--- src/rtl/pwm_symbol_encoder.sv ---
// PWM symbol encoder: one symbol in, a constant-amplitude pulse of
// (sym+1)*UNIT_LEN samples followed by GAP_LEN zero samples out.
module pwm_symbol_encoder #(
  parameter int unsigned      UNIT_LEN   = 8,
  parameter int unsigned      GAP_LEN    = 16,
  parameter logic signed [15:0] AMPLITUDE = 16'sd256,
  parameter int               MAX_SYMBOL = 15
) (
  input  logic               clock,
  input  logic               reset,
  input  logic               enable,
  input  logic signed [7:0]  symbol_in,
  input  logic               symbol_valid,
  output logic               symbol_ready,
  output logic signed [15:0] data_out,
  output logic               data_valid,
  output logic               sym_error,
  output logic [15:0]        symbol_count
);

  typedef enum logic [1:0] {
    IDLE  = 2'd0,
    PULSE = 2'd1,
    GAP   = 2'd2
  } state_t;

  localparam logic [15:0]       UNIT_CNT = 16'(UNIT_LEN);
  localparam logic [15:0]       GAP_CNT  = 16'(GAP_LEN);
  localparam logic signed [7:0] MAX_SYM  = 8'(MAX_SYMBOL);

  state_t             state;
  state_t             state_d;
  logic [15:0]        cnt;
  logic [15:0]        cnt_d;
  logic signed [15:0] data_d;
  logic [15:0]        count_d;
  logic [7:0]         sym_clamped;
  logic               clamp_err;
  logic [15:0]        pulse_len;
  logic               last;
  logic               accept;

  always_comb begin
    sym_clamped = symbol_in;
    clamp_err   = 1'b0;
    if (symbol_in[7]) begin
      sym_clamped = 8'd0;
      clamp_err   = 1'b1;
    end else if (symbol_in > MAX_SYM) begin
      sym_clamped = MAX_SYM;
      clamp_err   = 1'b1;
    end
  end

  assign pulse_len = (16'(sym_clamped) + 16'd1) * UNIT_CNT;

  // Final gap sample consumed this cycle: the slot where a
  // following symbol can start without an idle cycle.
  assign last = enable && (cnt == 16'd1);

  assign symbol_ready = !reset &&
    ((state == IDLE) || ((state == GAP) && last));

  assign accept     = symbol_valid && symbol_ready;
  assign data_valid = enable && (state != IDLE);

  always_comb begin
    state_d = state;
    cnt_d   = cnt;
    data_d  = data_out;
    count_d = symbol_count;
    unique case (state)
      IDLE: begin
        data_d = 16'sd0;
        if (accept) begin
          state_d = PULSE;
          cnt_d   = pulse_len;
          data_d  = AMPLITUDE;
        end
      end
      PULSE: begin
        if (enable) begin
          if (cnt == 16'd1) begin
            state_d = GAP;
            cnt_d   = GAP_CNT;
            data_d  = 16'sd0;
          end else begin
            cnt_d = cnt - 16'd1;
          end
        end
      end
      GAP: begin
        if (enable) begin
          if (cnt == 16'd1) begin
            count_d = symbol_count + 16'd1;
            if (accept) begin
              state_d = PULSE;
              cnt_d   = pulse_len;
              data_d  = AMPLITUDE;
            end else begin
              state_d = IDLE;
              cnt_d   = 16'd0;
              data_d  = 16'sd0;
            end
          end else begin
            cnt_d = cnt - 16'd1;
          end
        end
      end
      default: begin
        state_d = IDLE;
        cnt_d   = 16'd0;
        data_d  = 16'sd0;
      end
    endcase
  end

  always_ff @(posedge clock) begin
    if (reset) begin
      state        <= IDLE;
      cnt          <= 16'd0;
      data_out     <= 16'sd0;
      sym_error    <= 1'b0;
      symbol_count <= 16'd0;
    end else begin
      state        <= state_d;
      cnt          <= cnt_d;
      data_out     <= data_d;
      sym_error    <= accept && clamp_err;
      symbol_count <= count_d;
    end
  end

endmodule

--- config.mk ---
export PLATFORM = sky130hd
export DESIGN_NAME = pwm_symbol_encoder
export DESIGN_NICKNAME = d
export VERILOG_FILES = /design/src/rtl/pwm_symbol_encoder.sv
export SDC_FILE = /design/constraint.sdc
export NUM_CORES = 1
export LEC_CHECK = 0
export BUFFER_PORTS_ARGS = -buffer_cell sky130_fd_sc_hd__buf_2
export CORE_UTILIZATION = 25
export CTS_BUF_LIST = sky130_fd_sc_hd__clkbuf_2
export DETAILED_ROUTE_END_ITERATION = 10
export SLEW_MARGIN = 30
export SYNTH_ARGS = -nofsm -noshare
export SYNTH_HDL_FRONTEND = slang
export SYNTH_SLANG_ARGS = --single-unit
--- constraint.sdc ---
create_clock -name clock -period 4.5 [get_ports clock]
set_input_delay 0.225 -clock clock [delete_from_list [all_inputs] [get_ports clock]]
set_output_delay 0.225 -clock clock [all_outputs]
set_load 0.03 [all_outputs]
==> summary.md, run 1 <==
For the minimum setup slack among reg-to-reg paths, the log shows 2050 ps. The time the final worst path needs with I/O delays and setup came out at 2529 ps. The tools report the startpoint type of the worst setup path as a flop.

The logs give 33 for the standard-cell row count and 0 for the number of antenna violations at the first check in global routing. Once the floorplan was initialized, standard cells occupied 26.06% of the core. For the maximum frequency from static timing analysis, the log shows 395.4 MHz. TritonCTS built the clock tree. The most used flip-flop cell after synthesis is dfxtp_1. Averaged over all synthesized cells, the footprint is 8.540 µm². The run gives 0 as the number of warning messages in the yosys log. Buffers placed on the I/O ports in this run total 31. The power per standard cell area is 309.2 nW/µm², and the pin count of the biggest net entering global routing is 31. The clock sink count was 36; the number of buffers inserted by hold repair at cts was 0. In this run the worst path has a maximum fanout of 9. In this design, the largest share of critical-path delay is due to simple AND/OR/NAND/NOR gates. Detailed routing inserted a total of 1802 vias. Of the cells placed in the final design, the portion with a size suffix greater than 1 is 18.93%. Number of buffer and inverter instances along the worst setup path: 1. Clock-pin slew was measured on the worst setup and hold paths at 180 ps. For the worst setup path, the data required time is 4280 ps.

Synthesis inferred 36 register bits. The top-level port count was 47. The type of element capturing the critical path was an output pin. The detailed-route wire length per cell is 11.55 µm, and the post-synthesis async set-or-reset flop share is 0%.

In this run the tightest slew margin relative to its limit is 55.89%. After detailed routing, the number of remaining DRC violations is 0. The floorplan step defined a die boundary enclosing 8983 µm². The worst-case IR drop observed on VDD is 152.8 µV. The number of antenna diodes in the final layout is 0. Setup total negative slack on the finished layout was measured at 0 ps. The post-detailed-route via-to-cell ratio was 4.681; the remaining antenna violation count was 0. The horizontal extent of the die works out to 94.78 µm. The number of enable flip-flop cells after synthesis is 0, and the leakage dissipation is 0.9166 nW. The via count of the first global-routing pass was 1663; the count of instances resized after the clock tree is built was 0. The die span in y came out at 94.78 µm. At the pin with the least slew margin, the transition time is 659.2 ps. The max-slew violation count is 0. In this run the standard cell core region covers 8258 µm². The critical path's slowest cell is dfxtp_1. The number of gates on the worst path with buffers counted is 6.

At the end of routability-driven placement, the weighted congestion stood at 0.7475. Once the clock tree was built, the setup fixing pass inserted 0 buffers. For this run the aggregate overflow at the end of global routing stands at 0. The worst hold path was traced through 3 stages. Data arrives at the worst endpoint at 2300 ps.

The share of the yosys chip area belonging to registers was 33.49%; the iteration-0 DRC count of the detailed router was 138. The cell depth of the worst flop-to-flop path is 5. The critical path is of the flop to output pin type. The first global-routing pass estimated 7659 µm of wire. The signed area change from the synthesized netlist to the final layout was 9.651%. Once detailed placement completed, the half-perimeter wirelength came to 3237 µm. Cell area after synthesis: 2152 µm². Setup repair after global routing left no endpoint under its margin. For this run, the detailed router's first-pass iteration total came to 4.

On the worst path, the slowest cell contributes a delay of 460 ps. The synthesized instance count is 252. The flow ran to the end, and the final reports show no timing, DRC or antenna violations. Summed over all layers, the routed wires come to 4447 µm. For the worst-skew pair later-pin latency, the log shows 360 ps. The number of library cell types mapped by synthesis was 53.

In the final design database the tool counted 296 nets. The final number of hold-violating endpoints is 0, and the post-route fraction of the period consumed by the critical path is 56.20%. On the final layout, the worst clock skew is 16.40 ps. The clock passes through at most 2 buffers.

The total power of the final layout was 0.0007298 W. The critical path goes through ha_1 -> nor4b_4 -> nand4_4 -> o21ai_2 -> nor3b_1 -> buf_2. The count of maximum capacitance violations is 0, and the global-route usage over all layers is 10.81%. The CTS buffer count is 5, and the total number of H-tree levels is 2.

The tightest min-delay check is of the input port to flop type. Final number of setup-violating endpoints: 0. The buffer cell driving the clock tree root is clkbuf_2.
==> final timing paths <==
kind / start / endpoint
max: cnt[0]$_SDFFE_PP0P_ / symbol_ready
min: symbol_valid / state[0]$_SDFFE_PP0P_
max reg2reg: state[0]$_SDFFE_PP0P_ / cnt[7]$_SDFFE_PP0P_
min reg2reg: cnt[7]$_SDFFE_PP0P_ / cnt[7]$_SDFFE_PP0P_
==> cells in the mapped netlist, types with 4 or more instances <==
cell type	n	area (µm²)
nor3_1	9	45.04
xor2_1	15	131.4
nand2_1	12	45.04
nand4_1	11	68.82
xnor2_1	11	96.34
buf_4	15	112.6
a21oi_1	6	30.03
nor4_1	4	25.02
nor2_1	45	168.9
buf_2	4	20.02
o21ai_0	4	20.02
inv_1	6	22.52
dfxtp_1	36	720.7
ha_1	4	50.05
nand3_1	16	80.08
==> worst min-delay path: stages <==
cell    delay (ps)
buf_2          120
nor2_1          80
nor3_1          50
==> registers in the layout, indices dropped and copies added, names as in the netlist <==
| register | flops |
|---|---|
| cnt | 16 |
| data_out | 1 |
| state | 2 |
| sym_error | 1 |
| symbol_count | 16 |
==> cell usage in the layout (no fill, tap or decap), types with 9 or more instances in the layout <==
master | Yosys | layout
buf_2 | 4 | 31
conb_1 | 1 | 15
dfxtp_1 | 36 | 36
nand2_1 | 12 | 12
nand3_1 | 16 | 16
nand4_1 | 11 | 11
nor2_1 | 45 | 45
nor3_1 | 9 | 9
xnor2_1 | 11 | 11
xor2_1 | 15 | 15
==> kinds of logic after synthesis <==
logic type	count (synthesis)	synth area share, %
buffers and inverters	30	8.779
AO/OA/AOI/OAI	21	7.094
flip-flops	36	33.49
multiplexers	4	2.035
other	1	0.1743
AND/OR/NAND/NOR	130	35.52
adder cells (fa/ha/maj)	4	2.326
XOR/XNOR	26	10.58
==> stage by stage <==
stage | setup WS, ps | instance area, µm² | utilization [%] | hold WS, ps | std cells
global route | 1686 | 2360 | 28.58 | 100.3 | 385
finish | 1971 | 2360 | 28.58 | 135.4 | 385
detailed placement | 1954 | 2325 | 28.15 | 523.7 | 378
CTS | 1932 | 2360 | 28.58 | 110.1 | 385
global placement | 1994 | 2325 | 28.15 | 522.1 | 378
floorplan | 2230 | 2205 | - | 351.4 | 266
==> routing by layer <==
layer / GRT usage (%) / vias to the layer above / routed length [µm] / share of wire [%]
li1: - / 907 / - / -
met1: 14.27 / 844 / 2178 / 49
met2: 16.73 / 46 / 1971 / 44
met3: 2.576 / 5 / 241 / 5.4
met4: 4.545 / 0 / 56 / 1.3
met5: 0 / - / 0 / 0
==> area by class of cell <==
| type | instances | area, µm² |
|---|---|---|
| clock inverters | 1 | 5.005 |
| fillers | 922 | 5898 |
| inverters | 6 | 22.52 |
| flip-flops and latches | 36 | 720.7 |
| repair buffers | 31 | 155.1 |
| multi-input cells | 200 | 1295 |
| clock buffers | 6 | 30.03 |
| well taps | 105 | 131.4 |
==> where the power goes <==
part           switching, W  internal, W  leakage (nW)  total, W
combinational      0.000134    0.0000819         0.595  0.000216
sequential        0.0000331     0.000342         0.292  0.000375
clock              0.000101    0.0000372        0.0288  0.000138
No activity file was read; power rests on OpenSTA's default activity.
==> run 2, diff against run 1 <==
Clock period 4.5 ns to 2.3 ns, I/O delays scaled along.
==> run 2 against run 1 <==
Clock power rose by 120%. Combinational power rose by 120%. Count of clock-buffer cells in the layout did not move. Critical path type unchanged. Largest cell class unchanged. Highest routed layer unchanged.
==> summary.md, run 2 (synthesis results as in run 1) <==
The logs give 2 (unchanged) for the total number of H-tree levels and 0 (unchanged) for the count of maximum capacitance violations. The aggregate global routing overflow is 0 (unchanged), and the time the final worst path needs with I/O delays and setup is 2103 ps. The tools report the count of non-filler cells in the finished layout as 398 (was 385). Die span in y: 94.78 µm (unchanged).

The register area is 720.7 µm² (unchanged), and the number of antenna violations at the first check in global routing is 0 (unchanged). Commonest cells after routing, fill and taps aside: nor2_1 (44), dfxtp_1 (36), buf_2 (31) (was nor2_1 (45), dfxtp_1 (36), buf_2 (31)). The quantity of I/O buffers inserted on ports is 31 (unchanged). For the data arrival at the endpoint of the critical path, the log shows 1990 ps (was 2300 ps). The number of diodes came out at 0 (unchanged). TritonCTS built the clock tree. The peak-usage layer in the global routing report was met2 (unchanged).

Horizontal extent of the die: 94.78 µm (unchanged). The met3 track demand over resource came out at 2.335% (was 2.576%). The maximum fanout count along the critical path is 5 (was 9), and the via count of the first global-routing pass is 1648 (was 1663). The routability-driven placement congestion ratio is 0.7484 (was 0.7475). The power per standard cell area came out at 616.6 nW/µm² (was 309.2 nW/µm²). The pin count of the biggest net entering global routing is 30 (was 31). The detailed-route wire length per cell came out at 11.41 µm (was 11.55 µm).

Registers with the highest flip-flop counts: cnt x16, symbol_count x16, state x2 (unchanged). The final number of setup-violating endpoints was 0 (unchanged). The maximum buffer depth of the clock tree was 2 (unchanged).

The final critical path takes up 91.41% of the cycle. The tools report the count of filler cells inserted in the layout as 908 (was 922). The logs give 26.06% (unchanged) for the initial core utilization and 36 (unchanged) for the clock sink count.

The fraction of layout instances using a drive strength above 1 is 22.18% (was 18.93%). The run finished with clean final reports. The total power of the final layout is 0.001518 W (was 0.0007298 W), and the worst-case hold slack is 35.59 ps (was 135.4 ps).

The tools report the iteration-0 DRC count of the detailed router as 65 (was 138). The most common cell after layout, fill and taps aside is nor2_1 (unchanged). The footprint of the multi-input gates was 1297 µm² (was 1295 µm²). The logs give 8258 µm² (unchanged) for the area of the core region and 10.58% (was 10.81%) for the global-route usage over all layers. For the final number of hold-violating endpoints, the log shows 0 (unchanged). The tools report the type of element capturing the critical path as an output pin (unchanged).

The run gives 1799 (was 1802) as the routed via count. Setup repair after global routing left no endpoint under its margin. The required time of the worst setup path came out at 2180 ps (was 4280 ps). The run gives 2400 µm² (was 2325 µm²) as the post-place instance area. The HPWL after detailed placement came out at 3296 µm (was 3237 µm). Critical path class: flop to output pin (unchanged).

Derived from the worst setup path, the maximum achievable clock frequency is 475.6 MHz. The logs give 32.37 ps (was 16.40 ps) for the post-route clock skew and 388 (was 378) for the cell count after placement. The standard-cell row count was 33 (unchanged); the met2 usage in global routing was 16.37% (was 16.73%).

The post-detailed-route via-to-cell ratio is 4.520 (was 4.681). Detailed-router iteration count before antenna repair: 4 (unchanged). The first-pass GRT wire length is 7493 µm (was 7659 µm).

The worst voltage drop across the vdd grid is 249.1 µV (was 152.8 µV). The logs give 2461 µm² (was 2360 µm²) for the post-route standard cell area excluding fillers and 0 (unchanged) for the remaining antenna violation count. Total die area: 8983 µm² (unchanged). The worst min-delay path category was input port to flop (unchanged). The buffer cell driving the clock tree root was clkbuf_2 (unchanged).

The max-slew violation count was 0 (unchanged); the total wirelength of the detailed-routed design was 4542 µm (was 4447 µm). The signed area change from the synthesized netlist to the final layout is 14.36% (was 9.651%), and the top-level port count is 47 (unchanged). For the setup TNS, the log shows 0 ps (unchanged). The leakage dissipation is 0.9708 nW (was 0.9166 nW), and the DRC violation count after routing is 0 (unchanged). The tools report the startpoint type of the worst setup path as a flop (unchanged).

The tools report the CTS buffer count as 5 (unchanged). The clock-pin transition on the worst setup and hold timing paths is 200 ps (was 180 ps), and the global routing met1 resource utilization is 14.14% (was 14.27%). The logs give 400 ps (was 360 ps) for the worst-skew pair later-pin latency and 308 (was 296) for the number of nets in the layout.
-- run 2: cell count changes in the layout (fill, tap and decap cells not counted) --
cell           before  now
dlygate4sd3_1       0    1
clkinv_2            1    0
clkinvlp_4          0    1
nor2_2              0    1
nor2_1             45   44
clkinv_1            0    1
buf_4               0   11
-- run 2: metal layers --
metal | part of all wire [%] | wire, µm
met1 | 50 | 2287
met2 | 43 | 1944
met3 | 5.1 | 233
met4 | 1.7 | 76
met5 | 0 | 0
-- run 2: final timing paths --
check	from	endpoint	slack, ps	depth (start not counted)
worst min register to register	cnt[5]$_SDFFE_PP0P_	cnt[5]$_SDFFE_PP0P_	550	2
worst max-delay path	cnt[0]$_SDFFE_PP0P_	symbol_ready	200	6
worst max register to register	cnt[0]$_SDFFE_PP0P_	symbol_count[15]$_SDFFE_PP0P_	360	7
worst min-delay path	symbol_in[6]	sym_error$_SDFF_PP0_	40	3
-- run 2: power by group --
| part | internal [W] | switching, W | leakage [nW] | total, W |
|---|---|---|---|---|
| registers | 0.000670 | 0.0000631 | 0.292 | 0.000733 |
| logic | 0.000204 | 0.000277 | 0.652 | 0.000481 |
| clock network | 0.0000761 | 0.000228 | 0.0266 | 0.000304 |
-- run 2: cell type report --
type	instances	share of cell area (%)
Multi-Input combinational cell	200	52.72
Sequential cell	36	29.28
Timing Repair Buffer	43	10.07
Tap cell	105	5.338
Clock buffer	6	1.220
Inverter	6	0.9151
Clock inverter	2	0.4575
-- run 2: worst max-delay path, cell delays in order, from the launching register on --
cell and delay [ps]:
dfxtp_1 460, ha_1 180, nor4b_4 270, nand4_4 130, o21ai_2 150, nor3b_1 180, buf_2 220
-- run 2: timing repair --
| item | 4_1_cts | 5_1_grt |
|---|---|---|
| buffers inserted | 1 | 0 |
| endpoints found under the hold margin | 1 | 0 |
| hold buffers | 1 | 0 |
| pin swaps | 1 | 0 |
| resized for setup | 0 | 1 |
| setup endpoints to repair | 1 | 1 |
-- run 2: through the flow --
step	util (%)	setup slack [ps]
floorplan	-	140.4
global placement	29.06	116.3
detailed placement	29.06	80.59
CTS	29.77	101.0
global route	29.80	81.60
finish	29.80	197.5
